**config.mk**
```make
export PLATFORM = sky130hd
export DESIGN_NAME = seq_datapath
export DESIGN_NICKNAME = d
export VERILOG_FILES = /design/src/rtl/dp_pkg.sv /design/src/rtl/dp_regfile.sv /design/src/rtl/seq_datapath.sv
export SDC_FILE = /design/constraint.sdc
export NUM_CORES = 1
export LEC_CHECK = 0
export ABC_AREA = 1
export CAP_MARGIN = 15
export CORE_MARGIN = 4
export CORE_UTILIZATION = 55
export DETAILED_ROUTE_END_ITERATION = 12
export PLACE_DENSITY_LB_ADDON = 0.25
export SLEW_MARGIN = 0
export SYNTH_ARGS = -nofsm -noshare
export SYNTH_HDL_FRONTEND = slang
export SYNTH_SLANG_ARGS = --single-unit
```
**constraint.sdc**
```tcl
create_clock -name clk -period 4.33 [get_ports clk]
set_clock_uncertainty 0.2 [all_clocks]
set_input_delay 0.6495 -clock clk [delete_from_list [all_inputs] [get_ports clk]]
set_output_delay 0.6495 -clock clk [all_outputs]
set_load 0.005 [all_outputs]
```
**src/rtl/dp_pkg.sv**
```systemverilog
// Shared encodings for the sequenced datapath: command kinds, ALU ops,
// shifter modes and status-bit positions.
package dp_pkg;

   typedef enum logic [1:0] {
      KIND_MOVI = 2'b00,
      KIND_ALU  = 2'b01,
      KIND_CMP  = 2'b10,
      KIND_MVN  = 2'b11
   } cmd_kind_t;

   typedef enum logic [1:0] {
      OP_ADD  = 2'b00,
      OP_SUB  = 2'b01,
      OP_AND  = 2'b10,
      OP_NOTB = 2'b11
   } aluop_t;

   typedef enum logic [1:0] {
      SH_NONE = 2'b00,
      SH_LSL1 = 2'b01,
      SH_LSR1 = 2'b10,
      SH_ASR1 = 2'b11
   } shift_t;

   // Bit positions inside the {Z,V,N} status vector
   localparam int unsigned Z_BIT = 2;
   localparam int unsigned V_BIT = 1;
   localparam int unsigned N_BIT = 0;

endpackage

```
**src/rtl/dp_regfile.sv**
```systemverilog
// Register file: one synchronous write port, two combinational read ports
// (operand fetch and debug), asynchronously cleared to zero.
module dp_regfile
   import dp_pkg::*;
#(
   parameter int unsigned DATA_W = 16,
   parameter int unsigned NREGS  = 8,
   localparam int unsigned RA_W  = $clog2(NREGS)
) (
   input  logic              clk,
   input  logic              reset_n,
   input  logic              we,
   input  logic [RA_W-1:0]   waddr,
   input  logic [DATA_W-1:0] wdata,
   input  logic [RA_W-1:0]   ra_addr,
   output logic [DATA_W-1:0] ra_data,
   input  logic [RA_W-1:0]   db_addr,
   output logic [DATA_W-1:0] db_data
);

   logic [DATA_W-1:0] regs [NREGS];

   // Storage: cleared on reset, single write per cycle otherwise
   always_ff @(posedge clk or negedge reset_n) begin
      if (!reset_n) begin
         for (int unsigned i = 0; i < NREGS; i++) begin
            regs[i] <= '0;
         end
      end else if (we) begin
         regs[waddr] <= wdata;
      end
   end

   assign ra_data = regs[ra_addr];
   assign db_data = regs[db_addr];

endmodule

```
**src/rtl/seq_datapath.sv**
```systemverilog
// Multi-cycle datapath with its own operation sequencer. One command is
// accepted over valid/ready and walked through fetch, execute and write-back.
module seq_datapath
   import dp_pkg::*;
#(
   parameter int unsigned DATA_W = 16,
   parameter int unsigned NREGS  = 8,
   localparam int unsigned RA_W  = $clog2(NREGS)
) (
   input  logic              clk,
   input  logic              reset_n,
   input  logic              cmd_valid,
   output logic              cmd_ready,
   input  logic [1:0]        cmd_kind,
   input  logic [1:0]        cmd_aluop,
   input  logic [1:0]        cmd_shift,
   input  logic [RA_W-1:0]   cmd_rd,
   input  logic [RA_W-1:0]   cmd_rn,
   input  logic [RA_W-1:0]   cmd_rm,
   input  logic [DATA_W-1:0] cmd_imm,
   output logic              done,
   output logic [DATA_W-1:0] result_out,
   output logic [2:0]        status_out,
   input  logic [RA_W-1:0]   dbg_addr,
   output logic [DATA_W-1:0] dbg_data
);

   localparam logic [2:0] S_IDLE  = 3'd0;
   localparam logic [2:0] S_LOADB = 3'd1;
   localparam logic [2:0] S_LOADA = 3'd2;
   localparam logic [2:0] S_EXEC  = 3'd3;
   localparam logic [2:0] S_WB    = 3'd4;

   logic [2:0]        state_q;
   cmd_kind_t         kind_q;
   aluop_t            aluop_q;
   shift_t            shift_q;
   logic [RA_W-1:0]   rd_q, rn_q, rm_q;
   logic [DATA_W-1:0] imm_q, a_q, b_q, c_q;
   logic [2:0]        status_q;
   logic              done_q;

   logic [RA_W-1:0]   rf_raddr;
   logic [DATA_W-1:0] rf_rdata;
   logic              rf_we;
   logic [DATA_W-1:0] rf_wdata;

   aluop_t            op_eff;
   logic [DATA_W-1:0] b_sh;
   logic [DATA_W-1:0] sum, diff, alu_res;
   logic [2:0]        flags;

   assign cmd_ready  = (state_q == S_IDLE) & reset_n;
   assign done       = done_q;
   assign result_out = c_q;
   assign status_out = status_q;

   // The single operand read port serves B in LOADB and A in LOADA
   assign rf_raddr = (state_q == S_LOADA) ? rn_q : rm_q;
   assign rf_we    = (state_q == S_WB);
   assign rf_wdata = (kind_q == KIND_MOVI) ? imm_q : c_q;

   dp_regfile #(
      .DATA_W (DATA_W),
      .NREGS  (NREGS)
   ) u_regfile (
      .clk     (clk),
      .reset_n (reset_n),
      .we      (rf_we),
      .waddr   (rd_q),
      .wdata   (rf_wdata),
      .ra_addr (rf_raddr),
      .ra_data (rf_rdata),
      .db_addr (dbg_addr),
      .db_data (dbg_data)
   );

   // Effective ALU op: MVN always inverts B, CMP always subtracts
   always_comb begin
      op_eff = aluop_q;
      if (kind_q == KIND_MVN)      op_eff = OP_NOTB;
      else if (kind_q == KIND_CMP) op_eff = OP_SUB;
   end

   // One-bit shifter on the B operand
   always_comb begin
      b_sh = b_q;
      case (shift_q)
         SH_LSL1: b_sh = {b_q[DATA_W-2:0], 1'b0};
         SH_LSR1: b_sh = {1'b0, b_q[DATA_W-1:1]};
         SH_ASR1: b_sh = {b_q[DATA_W-1], b_q[DATA_W-1:1]};
         default: b_sh = b_q;
      endcase
   end

   assign sum  = a_q + b_sh;
   assign diff = a_q - b_sh;

   // ALU result and {Z,V,N} flags
   always_comb begin
      alu_res = '0;
      flags   = '0;
      case (op_eff)
         OP_ADD: begin
            alu_res      = sum;
            flags[V_BIT] = (a_q[DATA_W-1] == b_sh[DATA_W-1]) &
                           (sum[DATA_W-1] != a_q[DATA_W-1]);
         end
         OP_SUB: begin
            alu_res      = diff;
            flags[V_BIT] = (a_q[DATA_W-1] != b_sh[DATA_W-1]) &
                           (diff[DATA_W-1] != a_q[DATA_W-1]);
         end
         OP_AND:  alu_res = a_q & b_sh;
         default: alu_res = ~b_sh;
      endcase
      flags[Z_BIT] = (alu_res == '0);
      flags[N_BIT] = alu_res[DATA_W-1];
   end

   // Sequencer: command capture, operand/result registers, done pulse
   always_ff @(posedge clk or negedge reset_n) begin
      if (!reset_n) begin
         state_q  <= S_IDLE;
         kind_q   <= KIND_MOVI;
         aluop_q  <= OP_ADD;
         shift_q  <= SH_NONE;
         rd_q     <= '0;
         rn_q     <= '0;
         rm_q     <= '0;
         imm_q    <= '0;
         a_q      <= '0;
         b_q      <= '0;
         c_q      <= '0;
         status_q <= '0;
         done_q   <= 1'b0;
      end else begin
         done_q <= 1'b0;
         case (state_q)
            S_IDLE: begin
               if (cmd_valid) begin
                  kind_q  <= cmd_kind_t'(cmd_kind);
                  aluop_q <= aluop_t'(cmd_aluop);
                  shift_q <= shift_t'(cmd_shift);
                  rd_q    <= cmd_rd;
                  rn_q    <= cmd_rn;
                  rm_q    <= cmd_rm;
                  imm_q   <= cmd_imm;
                  state_q <= (cmd_kind_t'(cmd_kind) == KIND_MOVI) ? S_WB : S_LOADB;
               end
            end
            S_LOADB: begin
               b_q     <= rf_rdata;
               state_q <= (kind_q == KIND_MVN) ? S_EXEC : S_LOADA;
            end
            S_LOADA: begin
               a_q     <= rf_rdata;
               state_q <= S_EXEC;
            end
            S_EXEC: begin
               c_q      <= alu_res;
               status_q <= flags;
               if (kind_q == KIND_CMP) begin
                  state_q <= S_IDLE;
                  done_q  <= 1'b1;
               end else begin
                  state_q <= S_WB;
               end
            end
            S_WB: begin
               state_q <= S_IDLE;
               done_q  <= 1'b1;
            end
            default: state_q <= S_IDLE;
         endcase
      end
   end

endmodule

```
== Yosys cells after proc, flatten, opt, wreduce, memory -nomap -nowiden ==
Index checks and enable logic that the tools add are counted.
Word-level totals
  bits in registers: 214
  latch bits: 0
  memory bits (writable): 0
  bits in read-only memories: 0
  input port bits: 37
  memories kept: 0
Cells by class
  add/sub/neg operators: 2
  multiply operators: 0
  divide/modulo/power cells: 0
  order comparisons: 4
  eq/ne operators: 16
  shifts and indexed selects: 0
  multiplexer cells: 23
  bitwise operators: 8
  reductions and logical operators: 7
Operators with widths (number)
  128-bit bitwise mux: 1
  16-bit binary-select mux with 3-bit select: 2
  16-bit two-way mux: 6
  16-bit case mux with 3 select lines: 2
  16-bit demux with 3-bit select: 1
  16-bit adder: 1
  16-bit bitwise AND: 1
  16-bit logical NOT: 1
  16-bit NOT: 1
  16-bit subtractor: 1
  4-bit greater-or-equal comparator, second input constant: 3
  3-bit two-way mux: 4
  3-bit NOT with 4-bit output: 3
  3-bit case mux with 4 select lines: 1
  2-bit equality test, second input constant: 5
  3-bit by 2-bit equality test with 1-bit output, second input constant: 2
  2-bit logical NOT: 3
  2-bit by 1-bit equality test with 1-bit output, second input constant: 2
  4-bit by 1-bit less-than comparator with 1-bit output, second input constant: 1
  2-bit two-way mux: 2
  1-bit case mux with 2 select lines: 2
  1-bit bitwise AND: 3
  3-bit by 1-bit equality test with 1-bit output, second input constant: 1
  3-bit equality test, second input constant: 1
  other kinds (7): 10

== Logic depth before layout (Yosys ltp) ==
  depth after elaboration: 6
  gate-level depth with buffers: 23
  mapped depth without buffers: 22

== Modules after synthesis ==
Synthesis repeated with hierarchy kept, for this count alone.
Second synthesis, totals
  cell total of the unflattened synthesis: 2054
  area, all modules: 13715.7 um^2
Modules (own cells, without submodules)
  dp_regfile: times used 1, cells an instance 1165, area each 7489.7 um^2, sequential area each 3203.1 um^2
  seq_datapath: times used 1, cells an instance 889, area each 6226.0 um^2, sequential area each 2127.0 um^2

== Least setup slack after synthesis ==
OpenSTA, ideal clock, no wires.
  path type: register to register
  start point: register shift_q[1]
  end point: register status_q[2], in the netlist status_out[2]
  data arrival time: 2423 ps
  slack: 1591 ps
  stages on the path, launching flop included: 22
  path buffers: 1
  clock period less this slack: 2739 ps
  cell sequence: dfrtp_1 > inv_2 > nand2_1 > or2_2 > o221a_2 > ha_1 > buf_2 > inv_1 > nand2_1 > inv_1 > nand2_1 > inv_1 > a21oi_1 > nand2_1 > nand2_1 > nand3_1 > nand2_1 > nand2_1 > nand2_1 > nor2_1 > nand2_1 > nand2_1
On the way
  word-level cells in the longest chain between the ends: 5
  elaborated cells between the ends (all ways): 10
  those cells by class: add/sub: 2; eq/ne: 3; mux: 2; bitwise: 2; reduce/logical: 1
Ends and longest elaborated chain
  start, declared: RTL line seq_datapath.sv:37  | shift_t shift_q;
  start signal, assigned: RTL line seq_datapath.sv:144  | shift_q <= shift_t'(cmd_shift);
  2-bit equality test / 2-bit by 1-bit equality test with 1-bit output (equally long branches): RTL line seq_datapath.sv:88  | case (shift_q)
  16-bit case mux with 3 select lines (*): RTL line seq_datapath.sv:88
  16-bit subtractor (tied with other cells): RTL line seq_datapath.sv:97  | assign diff = a_q - b_sh;
  16-bit case mux with 3 select lines (*): RTL line seq_datapath.sv:103  | case (op_eff)
  16-bit logical NOT (*): RTL line seq_datapath.sv:117  | flags[Z_BIT] = (alu_res == '0);
  end signal, assigned: RTL line seq_datapath.sv:162  | status_q <= flags;
  end, declared: RTL line seq_datapath.sv:40  | logic [2:0] status_q;
Mark *: on every way between the ends. The rest lies on a longest branch, timed or not.
A chain may end at the register's enable or synchronous reset.

== Worst setup path in the final report ==
  start point: register shift_q[1]
  end point: register status_q[1], in the netlist status_out[1]
On the way
  word-level cells in the longest chain between the ends: 6
  elaborated cells between the ends (all ways): 13
  those cells by class: add/sub: 2; eq/ne: 7; mux: 2; bitwise: 2
Ends and longest elaborated chain (RTL line)
  2-bit equality test / 2-bit by 1-bit equality test with 1-bit output (equally long branches): seq_datapath.sv:88
  16-bit case mux with 3 select lines (*): seq_datapath.sv:88
  16-bit subtractor / 16-bit adder (equally long branches): seq_datapath.sv:97, seq_datapath.sv:96
  1-bit inequality test (on tied branches): seq_datapath.sv:112, seq_datapath.sv:107
  1-bit bitwise AND (on tied branches): seq_datapath.sv:111, seq_datapath.sv:106
  1-bit case mux with 2 select lines (*): seq_datapath.sv:103
Marks and branches as above.

==> qor.yml <==
status: "finished, final reports clean"
holdWs_ns: 0.2907
routedWlPerCell_um: 17.95
p_clk_frac: 0.149
cp_top_family: "compound AO/OA/AOI/OAI gates"
ant_nets: 0
synth_top_area_share: 0.4077
viasPerCell: 5.659
grt_usage: 0.3030
htree_levels: 1
yosys-top-cells-area: "dfrtp_1 41%, nand2_1 14%, o21ai_0 11%"
fp.coreArea_mm2: 0.02340
nets: 1955
diodes: 0
setup_viol: 0
syn-num-nets: 1929
worst_ir_drop_vdd_mv: 0.5387
area_delta_synth_final_pct: 13.64
drc_errors: 0
final.setup.tns_ns: 0
synthFlopType: "dfrtp_1"
die_w_um: 162.2
cts_num_sinks: 213
worstSkewPairLatency_ns: 0.53
dieArea_mm2: 0.02630
slew_viol_final: 0
yosys_warnings: 0
firstDrtPassIters: 6
crit_path_frequent_cell: "nand2_1"
fmax_mhz: 286.8
switching_share: 0.5179
cp_num_buf_inv: 2
cap_violations: 0
grt-ovfl-total: 0
critPathLaunchType: "register"
grt_pass1_wl_um: 63960
seqPwrFrac: 0.245
worstPathMaxFanout: 15
arrival_ns: 3.70
rsz0062_at_grt: "false"
ys_ff_latch: 213
total_power_mw: 13.62
path_cells: "inv_2 -> nand2_1 -> o22ai_1 -> a21oi_1 -> ha_1 -> nand2_1 -> inv_1 -> a21oi_1 -> nor2_1 -> nor2_1 -> nand2_1 -> o21bai_1 -> a21oi_1 -> o21ai_0 -> nand2_1"
die_y_um: 162.2
grt_pass1_vias: 11926
worst_slew_pin_slew_ns: 1.191
cellLeakagePower_nw: 6.941
synth_edf_count: 0
grt_max_degree: 141
layout-drive-gt1-share: 0.05963
critPathKind: "reg2reg"
drt-initial-drc-count: 1374
num_vias: 12530
routed_wl_um: 39740
slew_headroom: 0.2057
fp-row-count: 56
synthArstFlopShare: 1.000
netlist.top_cell.by_area: "dfrtp_1"
hold_viol: 0
place_area_mm2: 0.01404
stdcell_area_mm2: 0.01486
cts.reportedPaths.clkPinSlew_ns: 0.06
fin_crit_sh: 0.8052
hp-class: "reg2reg"
antenna_found_initial: 0
final_cells: 2214
syn_inst: 1853
pwr-share-comb: 0.606
max-clock-path-buffers: 3
synthesis.area_mm2: 0.01308
p_int_mw: 6.564
numCtsBuffers: 23
crit_path_end_kind: "register"
p_sw_mw: 7.053
cts-root-buf: "clkbuf_16"
dp_cells: 2171
yosysUniqueCellTypes: 34
start_util: 0.5587
max_stage_delay_ns: 0.47
io_pins: 74
ys_seq_area_frac: 0.4077
cts_tree: "built"
place_congestion: 0.9901
min_period_ns: 3.487
worstPathRequired_ns: 4.54
hpwl_um: 27580
syn_avg_cell_area_um2: 7.056
slowest_stage: "dfrtp_1"
io_buffer_count: 73
power_density_mw_per_mm2: 916.5
## kinds of logic (layout without fill, tap and decap cells)
kind of cell	Yosys count	in the layout	share of synthesized area
and+or+nand+nor	696	696	0.2172
AOI/OAI and AO/OA	527	527	0.2137
buffers and inverters	359	401	0.1066
DFF	213	213	0.4077
adders and majority gates	39	39	0.03847
muxes	19	19	0.01636
## stage by stage
step | worst slack (ns) | util
floorplan | 1.591 | -
global placement | 0.8857 | 0.6000
detailed placement | 0.8780 | 0.6000
CTS | 0.8641 | 0.6337
global route | 0.5193 | 0.6349
finish | 0.8434 | 0.6349
## final timing paths
path	end	from	depth (start not counted)	slack (ns)
worst min-delay path	b_q[14]	b_q[14]	2	0.29
worst min register to register	b_q[14]	b_q[14]	2	0.29
worst max register to register	status_out[1]	shift_q[1]	15	0.84
worst max-delay path	status_out[1]	shift_q[1]	15	0.84
min in group asynchronous	u_regfile.regs[111]	reset_n	2	0.46
max in group asynchronous	a_q[9]	reset_n	3	2.26
## worst register-to-register path, delay by kind of cell (launching register included)
family                     cells  cell delay (ns)
and+or+nand+nor                6             0.94
DFF                            1             0.47
buffers and inverters          2             0.22
adders and majority gates      1             0.39
AOI/OAI and AO/OA              6             1.17
## cell usage after synthesis (all sizes together), types with 13 or more instances
cell type and count:
a21oi 150, a221oi 16, a31oi 24, buf 35
clkbuf 65, dfrtp 213, ha 37, inv 259
mux2 19, nand2 476, nand3 112, nand4 13
nor2 81, o21ai 319
## state kept, by name (all words and copies together), names as in the netlist
name / cells
result_out: 15
rn_q: 3
done: 1
rd_q: 3
aluop_q: 2
imm_q: 16
b_q: 16
state_q: 3
status_out: 3
a_q: 16
kind_q: 2
u_regfile.regs: 128
shift_q: 2
rm_q: 3
## layer usage
metal / wire length [um] / up-vias / global-route usage
met5: 0 / - / 0
met4: 1627 / 0 / 0.1203
met3: 2998 / 87 / 0.03984
met2: 18460 / 545 / 0.4937
met1: 16650 / 5791 / 0.4142
li1: - / 6107 / -
## power by group through the flow
stage          registers [mW]  clock network [mW]  logic [mW]
6_report                 3.33                2.03        8.26
5_1_grt                  3.41                2.13        9.27
4_1_cts                  3.31                2.03        8.09
3_5_place_dp             3.32                   0        8.04
3_3_place_gp             3.31                   0        7.94
2_1_floorplan            3.14                   0        5.68
## layout make-up
cell class / count / area (um^2)
Tap cell: 319 / 399.1
Multi-Input combinational cell: 1281 / 6390
Sequential cell: 213 / 5330
Timing Repair Buffer: 101 / 988.4
Clock inverter: 9 / 108.9
Inverter: 259 / 972.2
Clock buffer: 32 / 669.4
Fill cell: 2103 / 8544
## what timing repair did
| action | CTS | global route |
|---|---|---|
| buffers inserted | 0 | 0 |
| gates resized for setup | 0 | 0 |
| hold buffers | 1 | 0 |
| hold endpoints to repair | 73 | 0 |
## cell usage in the layout (no fill, tap or decap), types with 2 or more instances in the layout
cell / n
a21oi_1: 150
a221oi_1: 16
a31oi_1: 24
and2_1: 2
buf_12: 2
buf_4: 24
bufinv_16: 2
clkbuf_1: 3
clkbuf_16: 23
clkbuf_8: 6
clkdlybuf4s50_1: 71
clkinv_2: 2
clkinvlp_4: 4
dfrtp_1: 213
fa_1: 2
ha_1: 37
inv_1: 254
inv_2: 5
mux2_2: 19
nand2_1: 475
nand3_1: 112
nand3b_1: 2
nand4_1: 13
nor2_1: 69
nor2_2: 11
nor3_1: 5
o21ai_0: 282
o21ai_1: 34
o21ai_4: 3
o21bai_1: 3
o221ai_1: 4
o22ai_1: 8
or2_2: 3
(Power assumes the default switching activity.)
